## config.mk

```make
export PLATFORM = sky130hd
export DESIGN_NAME = booth_div_flat
export DESIGN_NICKNAME = d
export VERILOG_FILES = /design/src/rtl/booth_div_if.sv /design/src/rtl/booth_div.sv /design/src/flat_wrapper.sv
export SDC_FILE = /design/constraint.sdc
export NUM_CORES = 1
export LEC_CHECK = 0
export CAP_MARGIN = 30
export CELL_PAD_IN_SITES_DETAIL_PLACEMENT = 1
export CELL_PAD_IN_SITES_GLOBAL_PLACEMENT = 1
export CORE_ASPECT_RATIO = 1.25
export CORE_MARGIN = 2
export CORE_UTILIZATION = 50
export DETAILED_ROUTE_END_ITERATION = 12
export DONT_BUFFER_PORTS = 1
export PLACE_DENSITY_LB_ADDON = 0.1
export SYNTH_ARGS = -nofsm -noshare
export SYNTH_HDL_FRONTEND = slang
export SYNTH_SLANG_ARGS = --single-unit
```

## constraint.sdc

```tcl
create_clock -name clk -period 6 [get_ports clk]
set_input_delay 1.2 -clock clk [delete_from_list [all_inputs] [get_ports clk]]
set_output_delay 1.2 -clock clk [all_outputs]
set_load 0.1 [all_outputs]
```

## src/rtl/booth_div_if.sv

```systemverilog
// Handshake and operand/result bundle for the sequential signed divider.
// The master drives the request and operands; the slave (divider) returns the results and flags.
interface booth_div_if #(
  parameter int unsigned WIDTH = 16
);
  logic               start;
  logic [2*WIDTH-1:0] dividend;
  logic [WIDTH-1:0]   divisor;
  logic [WIDTH-1:0]   quotient;
  logic [WIDTH-1:0]   remainder;
  logic               busy;
  logic               done;
  logic               dz;
  logic               ovf;

  modport master (
    output start, dividend, divisor,
    input  quotient, remainder, busy, done, dz, ovf
  );

  modport slave (
    input  start, dividend, divisor,
    output quotient, remainder, busy, done, dz, ovf
  );
endinterface

```

## src/rtl/booth_div.sv

```systemverilog
// Sequential signed divider: 2*WIDTH-bit dividend / WIDTH-bit divisor, restoring core on
// magnitudes with a final sign fix-up and overflow / divide-by-zero detection.
module booth_div #(
  parameter int unsigned WIDTH = 16
) (
  input  logic        clk,
  input  logic        rst,
  booth_div_if.slave  bus
);
  localparam int unsigned DW   = 2 * WIDTH;
  localparam int unsigned CntW = $clog2(DW);

  typedef enum logic [1:0] {StIdle, StIter, StFix} state_e;

  state_e            state_q, state_d;
  logic [DW-1:0]     dq_q, dq_d;       // dividend magnitude, shifted out as quotient bits shift in
  logic [WIDTH-1:0]  rem_q, rem_d;
  logic [WIDTH-1:0]  dvs_q, dvs_d;
  logic [CntW-1:0]   cnt_q, cnt_d;
  logic              qneg_q, qneg_d;
  logic              rneg_q, rneg_d;
  logic [WIDTH-1:0]  quot_q, quot_d;
  logic [WIDTH-1:0]  rmd_q, rmd_d;
  logic              busy_q, busy_d;
  logic              done_q, done_d;
  logic              dz_q, dz_d;
  logic              ovf_q, ovf_d;

  logic [DW-1:0]     dvd_mag;
  logic [WIDTH-1:0]  dvs_mag;
  logic [WIDTH:0]    rem_shift;
  logic [WIDTH-1:0]  rem_diff;
  logic              rem_ge;
  logic [DW-1:0]     q_limit;
  logic              q_over;

  assign dvd_mag   = bus.dividend[DW-1] ? -bus.dividend : bus.dividend;
  assign dvs_mag   = bus.divisor[WIDTH-1] ? -bus.divisor : bus.divisor;
  assign rem_shift = {rem_q, dq_q[DW-1]};
  assign rem_ge    = rem_shift >= {1'b0, dvs_q};
  // When the trial succeeds the true difference is below the divisor, so the low bits are exact.
  assign rem_diff  = rem_shift[WIDTH-1:0] - dvs_q;
  // Negative quotients may reach one step further than positive ones.
  assign q_limit   = (DW'(1) << (WIDTH - 1)) - {{(DW-1){1'b0}}, ~qneg_q};
  assign q_over    = dq_q > q_limit;

  always_comb begin
    state_d = state_q;
    dq_d    = dq_q;
    rem_d   = rem_q;
    dvs_d   = dvs_q;
    cnt_d   = cnt_q;
    qneg_d  = qneg_q;
    rneg_d  = rneg_q;
    quot_d  = quot_q;
    rmd_d   = rmd_q;
    busy_d  = busy_q;
    done_d  = 1'b0;
    dz_d    = dz_q;
    ovf_d   = ovf_q;

    unique case (state_q)
      StIdle: begin
        if (bus.start) begin
          dq_d    = dvd_mag;
          dvs_d   = dvs_mag;
          qneg_d  = bus.dividend[DW-1] ^ bus.divisor[WIDTH-1];
          rneg_d  = bus.dividend[DW-1];
          rem_d   = '0;
          cnt_d   = '0;
          busy_d  = 1'b1;
          state_d = StIter;
        end
      end
      StIter: begin
        rem_d = rem_ge ? rem_diff : rem_shift[WIDTH-1:0];
        dq_d  = {dq_q[DW-2:0], rem_ge};
        cnt_d = cnt_q + CntW'(1);
        if (cnt_q == CntW'(DW - 1)) begin
          state_d = StFix;
        end
      end
      StFix: begin
        if (dvs_q == '0) begin
          dz_d   = 1'b1;
          ovf_d  = 1'b0;
          quot_d = '0;
          rmd_d  = '0;
        end else if (q_over) begin
          dz_d   = 1'b0;
          ovf_d  = 1'b1;
          quot_d = '0;
          rmd_d  = '0;
        end else begin
          dz_d   = 1'b0;
          ovf_d  = 1'b0;
          quot_d = qneg_q ? -dq_q[WIDTH-1:0] : dq_q[WIDTH-1:0];
          rmd_d  = rneg_q ? -rem_q : rem_q;
        end
        done_d  = 1'b1;
        busy_d  = 1'b0;
        state_d = StIdle;
      end
      default: state_d = StIdle;
    endcase
  end

  always_ff @(posedge clk) begin
    if (!rst) begin
      state_q <= StIdle;
      dq_q    <= '0;
      rem_q   <= '0;
      dvs_q   <= '0;
      cnt_q   <= '0;
      qneg_q  <= 1'b0;
      rneg_q  <= 1'b0;
      quot_q  <= '0;
      rmd_q   <= '0;
      busy_q  <= 1'b0;
      done_q  <= 1'b0;
      dz_q    <= 1'b0;
      ovf_q   <= 1'b0;
    end else begin
      state_q <= state_d;
      dq_q    <= dq_d;
      rem_q   <= rem_d;
      dvs_q   <= dvs_d;
      cnt_q   <= cnt_d;
      qneg_q  <= qneg_d;
      rneg_q  <= rneg_d;
      quot_q  <= quot_d;
      rmd_q   <= rmd_d;
      busy_q  <= busy_d;
      done_q  <= done_d;
      dz_q    <= dz_d;
      ovf_q   <= ovf_d;
    end
  end

  assign bus.quotient  = quot_q;
  assign bus.remainder = rmd_q;
  assign bus.busy      = busy_q;
  assign bus.done      = done_q;
  assign bus.dz        = dz_q;
  assign bus.ovf       = ovf_q;
endmodule

```

## src/flat_wrapper.sv

```systemverilog
// flat-port wrapper written by rule: the top's interface ports become plain ports
module booth_div_flat 
#(
  parameter int unsigned WIDTH = 16
)
  (clk, rst, bus_start, bus_dividend, bus_divisor, bus_quotient, bus_remainder, bus_busy, bus_done, bus_dz, bus_ovf);
  booth_div_if #(.WIDTH(WIDTH)) bus_i ();
  input  logic clk;
  input  logic rst;
  input wire logic [$bits(bus_i.start)-1:0] bus_start;
  input wire logic [$bits(bus_i.dividend)-1:0] bus_dividend;
  input wire logic [$bits(bus_i.divisor)-1:0] bus_divisor;
  output wire logic [$bits(bus_i.quotient)-1:0] bus_quotient;
  output wire logic [$bits(bus_i.remainder)-1:0] bus_remainder;
  output wire logic [$bits(bus_i.busy)-1:0] bus_busy;
  output wire logic [$bits(bus_i.done)-1:0] bus_done;
  output wire logic [$bits(bus_i.dz)-1:0] bus_dz;
  output wire logic [$bits(bus_i.ovf)-1:0] bus_ovf;
  assign bus_i.start = bus_start;
  assign bus_i.dividend = bus_dividend;
  assign bus_i.divisor = bus_divisor;
  assign bus_quotient = bus_i.quotient;
  assign bus_remainder = bus_i.remainder;
  assign bus_busy = bus_i.busy;
  assign bus_done = bus_i.done;
  assign bus_dz = bus_i.dz;
  assign bus_ovf = bus_i.ovf;
  booth_div #(.WIDTH(WIDTH)) u_core (.clk(clk), .rst(rst), .bus(bus_i));
endmodule
```

Word-level counts from Yosys, hierarchy flattened. Cells that the tools add are included.

$lt $le $gt $ge: 2. Multiplexer cells: 24. $add $sub $neg: 7. Bitwise logic cells: 2. Equal/unequal tests: 5. Reduce and logical (&&, ||, !) cells: 8.

Operator list (number): 2-to-1 mux 16 bit (9); 2-to-1 mux 32 bit (2); one-hot mux 32 bit (2 select lines) (1); negation 16 bit (3); greater-than comparator 32 bit (1); negation 32 bit (1); one-hot mux 16 bit (2 select lines) (1); greater-or-equal comparator 17 x 16 -> 1 bit (1); subtractor 16 x 1 -> 17 bit, first input constant (1); logical NOT 16 bit (1); subtractor 16 bit (1); one-hot mux 5 bit (2 select lines) (1); AND reduction 2 bit (4); adder 5 x 1 -> 5 bit, second input constant (1); equality test 5 bit, second input constant (1); 2-to-1 mux 1 bit (5); 2-to-1 mux 5 bit (1); 2-to-1 mux 2 bit (2); one-hot mux 2 bit (2 select lines) (1); nonzero test 2 bit (2); equality test 2 x 1 -> 1 bit, second input constant (1); equality test 2 bit, second input constant (1); logical NOT 2 bit (1); inequality test 2 x 1 -> 1 bit, second input constant (1); other kinds (4) (4).

Flip-flop bits (word level): 109. Input bits: 51.

Logic depth before layout (Yosys ltp).
Word-level depth: 5. Depth in mapped cells: 11. Mapped depth without buffers: 10.

Least setup slack after synthesis. OpenSTA, ideal clock, no wires.

Path type: input to register. Start point: in bus_dividend[14]. End point: reg u_core.dq_q[30]. Setup time: 134 ps. Path slack: 2959 ps. Required time: 5866 ps. Cell stages on the path: 6. Arrival time: 2907 ps. Cell sequence: or4_4 > nor4b_2 > nand4_1 > o41ai_1 > xor2_1 > o22ai_1.

Longest elaborated chain between the ends: 4.

RTL lines: from (decl) (RTL line flat_wrapper.sv:11) `input wire logic [$bits(bus_i.dividend)-1:0] bus_dividend;`; negation 32 bit (RTL line booth_div.sv:37) `assign dvd_mag = bus.dividend[DW-1] ? -bus.dividend : bus.dividend;`; 2-to-1 mux 32 bit (RTL line booth_div.sv:37); 2-to-1 mux 32 bit (RTL line booth_div.sv:64) `if (bus.start) begin`; one-hot mux 32 bit (2 select lines) (RTL line booth_div.sv:62) `unique case (state_q)`; to (signal assigned) (RTL line booth_div.sv:125) `dq_q <= dq_d;`; to (decl) (RTL line booth_div.sv:16) `logic [DW-1:0] dq_q, dq_d;`.

Every way passes these cells. The select of a mux whose other input is x is not followed. A chain may end at the register's enable or synchronous reset.

Final worst setup path.
Start point: reg u_core.qneg_q. End point: reg u_core.rmd_q[11], in the netlist u_core.bus.remainder[11].

Longest elaborated chain between the ends: 5.

RTL lines: from (decl) (RTL line booth_div.sv:20) `logic qneg_q, qneg_d;`; from (signal assigned) (RTL line booth_div.sv:129) `qneg_q <= qneg_d;`; inverter 1 bit (RTL line booth_div.sv:44) `assign q_limit = (DW'(1) << (WIDTH - 1)) - {{(DW-1){1'b0}}, ~qneg_q};`; subtractor 16 x 1 -> 17 bit (RTL line booth_div.sv:44); greater-than comparator 32 bit (RTL line booth_div.sv:45) `assign q_over = dq_q > q_limit;`; 2-to-1 mux 16 bit (RTL line booth_div.sv:89) `end else if (q_over) begin`; 2-to-1 mux 16 bit (RTL line booth_div.sv:84) `if (dvs_q == '0) begin`; to (signal assigned) (RTL line booth_div.sv:132) `rmd_q <= rmd_d;`; to (decl) (RTL line booth_div.sv:23) `logic [WIDTH-1:0] rmd_q, rmd_d;`.

Every way passes these cells.

==> results.toml <==
[outcome]
status = "finished clean"

[synthesis]
synthCells = 856
ys_warn_count = 0
synth_edf_count = 0
async_reset_ff_share_pct = 0
ys_seq_elements = 109
synth_area_per_cell_um2 = 7.98
synth_area_um2 = 6830
ys.flop_type = "dfxtp_1"
yosysUniqueCellTypes = 59
seq_area_frac_synth_pct = 32.0
synthesis.nets = 946

[power_and_ir_drop]
cellLeakagePower_nw = 2.76
clkPwrFrac_pct = 28.8
pwr-share-comb_pct = 29.5
seqPwrFrac_pct = 41.6
power_switching_share_pct = 35.3
p_int_mw = 1.30
power_density_nw_per_um2 = 274
p_sw_mw = 0.706
irDropWorstVdd_v = 0.000130

[global_routing]
track_usage_pct = 27.5
gr-total-overflow = 0
grt_pass1_wl_mm = 32.3
antenna_found_initial = 1
grt_pass1_vias = 6542
grt_max_degree = 55

[cells_and_area]
fill_cells = 1667
layout-drive-gt1-share_pct = 5.36
area_growth_pct = 6.83
instances_no_fill = 1011
n_antenna_cell = 0
nets = 925
multi_input_area_um2 = 4360
seqCellArea_um2 = 2180

[placement]
gp_congestion = 0.850
hpwlAfterDp_mm = 15.1
place_inst = 993
portBuffers = 0

[timing]
clock_skew_ns = 0.0139
hold_viol_final = 0
worst_pin_slew_ns = 1.03
max_freq_ghz = 0.289
fin_crit_ns = 3.46
drv_slew = 0
finalSetupViolCount = 0
post-route-period-util_pct = 57.6
setup_tns_ns = 0
rsz0062_at_grt = "false"
relSlewSlack_pct = 31.3

[critical_path]
critPathMaxFanout = 29
required_ns = 6.27
critPathKind = "flop to flop"
critPathArrivalTime_ns = 3.73
startpoint = "u_core.qneg_q"
timing.rr.start = "u_core.qneg_q"
worstSetupEndpointType = "flop"
worst_setup_path_start_kind = "flop"

[detailed_routing]
vias = 6316
wl_per_cell_um = 19.6
first_pass_iters = 4
routed_wl_mm = 19.8
viasPerCell = 6.25
antenna_left = 0
drt_iter0_markers = 222
drc = 0

[clocking]
post_cts_buffers = 0
hold_buffers = 0
cts_tree = "yes"
clk_root_buffer_cell = "clkbuf_16"
cts.clk_slew.worst_paths_ns = 0.07
cts_repair_resize_count = 0
cts_max_path_buffers = 2
clk_latency_ns = 0.36
cts_made_buffers = 9
h-tree-depth = 3
clkSinkCount = 109

[floorplanning]
die_x_um = 109
core_area_um2 = 13300
start_util_pct = 51.4
fp.dieH_um = 135
placementRows = 47
io_pins = 87
dieArea_um2 = 14600

[flow_run]
drv_cap = 0

[hold_path]
hp-start = "u_core.dvs_q[0]"
hp-class = "flop to flop"
## critical path, stage by stage, from the launching register on
cell and delay [ns]:
dfxtp_1 1.00, inv_1 0.25, ha_1 0.38, nand4_1 0.12
nor2_1 0.18, nand2_1 0.10, o311ai_1 0.11, nand4_1 0.64
buf_6 0.39, o21ai_0 0.19
## power groups by stage
stage                     clock, mW  combinational, mW  sequential (mW)
after global routing          0.622              0.658            0.840
after CTS                     0.586              0.591            0.832
final                         0.577              0.591            0.834
after global placement            0              0.552            0.849
after floorplan                   0              0.461            0.826
after detailed placement          0              0.585            0.849
## final timing paths
path                                                 end  slack, ns  cells after the start
worst max-delay path            u_core.bus.remainder[11]       2.54                      9
worst min-delay path                     u_core.dvs_q[0]       0.49                      2
worst max register to register  u_core.bus.remainder[11]       2.54                      9
worst min register to register           u_core.dvs_q[0]       0.49                      2
## cells by family after synthesis
kind of cell / Yosys count / synth area share, %
AOI/OAI and AO/OA: 278 / 26.3
and+or+nand+nor: 270 / 19.5
DFF: 109 / 32.0
xor gates and xnor gates: 79 / 10.1
buffers and inverters: 77 / 4.25
adders and majority gates: 39 / 7.26
muxes: 4 / 0.586
## layout make-up
| type | instances | area share [%] |
|---|---|---|
| clock buffers | 12 | 3.38 |
| clock inverters | 4 | 0.412 |
| inverters | 32 | 1.65 |
| multi-input cells | 670 | 59.8 |
| flip-flops and latches | 109 | 29.9 |
| well taps | 171 | 2.93 |
| repair buffers | 13 | 1.94 |
## sequential cells by signal, summed over array words and instances, names as in the netlist
signal	flops
u_core.dq_q	32
u_core.bus.quotient	16
u_core.bus.remainder	16
u_core.dvs_q	16
u_core.rem_q	16
u_core.cnt_q	5
u_core.state_q	2
u_core.bus.busy	1
u_core.bus.done	1
u_core.bus.dz	1
u_core.bus.ovf	1
u_core.qneg_q	1
u_core.rneg_q	1
## placed cells by master (no fill, tap or decap), drive strengths merged, types with 8 or more instances in the layout
| cell | n |
|---|---|
| nand2 | 113 |
| dfxtp | 109 |
| o21ai | 70 |
| a21oi | 60 |
| xor2 | 59 |
| nor2 | 50 |
| ha | 38 |
| inv | 34 |
| o31ai | 28 |
| a22oi | 23 |
| o211ai | 22 |
| xnor2 | 20 |
| o22ai | 18 |
| a211oi | 14 |
| and3 | 13 |
| nand4 | 13 |
| clkbuf | 13 |
| nor3 | 12 |
| buf | 12 |
| or4 | 12 |
| o41ai | 11 |
| nand2b | 10 |
| nor4 | 10 |
| nor2b | 9 |
| nand3 | 8 |
## synth_stat cells (8+ instances only)
cell,count,area (um2)
nand2b_1,10,62.6
o41ai_1,11,96.3
a211oi_1,14,105
clkbuf_1,40,150
and3_1,13,81.3
nand2_1,113,424
ha_1,38,475
nand3_1,8,40.0
nor2_1,50,188
o21ai_1,23,115
a22oi_1,23,173
xnor2_1,20,175
a21oi_1,60,300
o211ai_1,22,165
inv_1,31,116
o31ai_1,27,203
dfxtp_1,109,2180
xor2_1,59,517
o22ai_1,18,113
o21ai_0,47,235
nor2b_1,9,56.3
nand4_1,13,81.3
nor4_1,10,62.6
nor3_1,12,60.1
## stage by stage
step                hold slack, ns  util (%)  instance area (um2)  setup WS, ns  power [mW]
floorplan                    0.445         -                 6830          2.96        1.29
global placement             0.460      52.1                 6930          2.52        1.40
detailed placement           0.474      52.6                 6990          2.56        1.43
CTS                          0.486      54.7                 7260          2.57        2.01
global route                 0.506      54.9                 7300          2.21        2.12
finish                       0.487      54.9                 7300          2.54        2.00
## layer usage
| metal | vias up | part of all wire (%) | track usage (%) |
|---|---|---|---|
| met5 | - | 0.066 | 0 |
| met4 | 2 | 2.4 | 7.76 |
| met3 | 31 | 4.9 | 6.08 |
| met2 | 134 | 50 | 48.5 |
| met1 | 3055 | 43 | 33.4 |
| li1 | 3094 | - | - |
(Power assumes the default switching activity.)
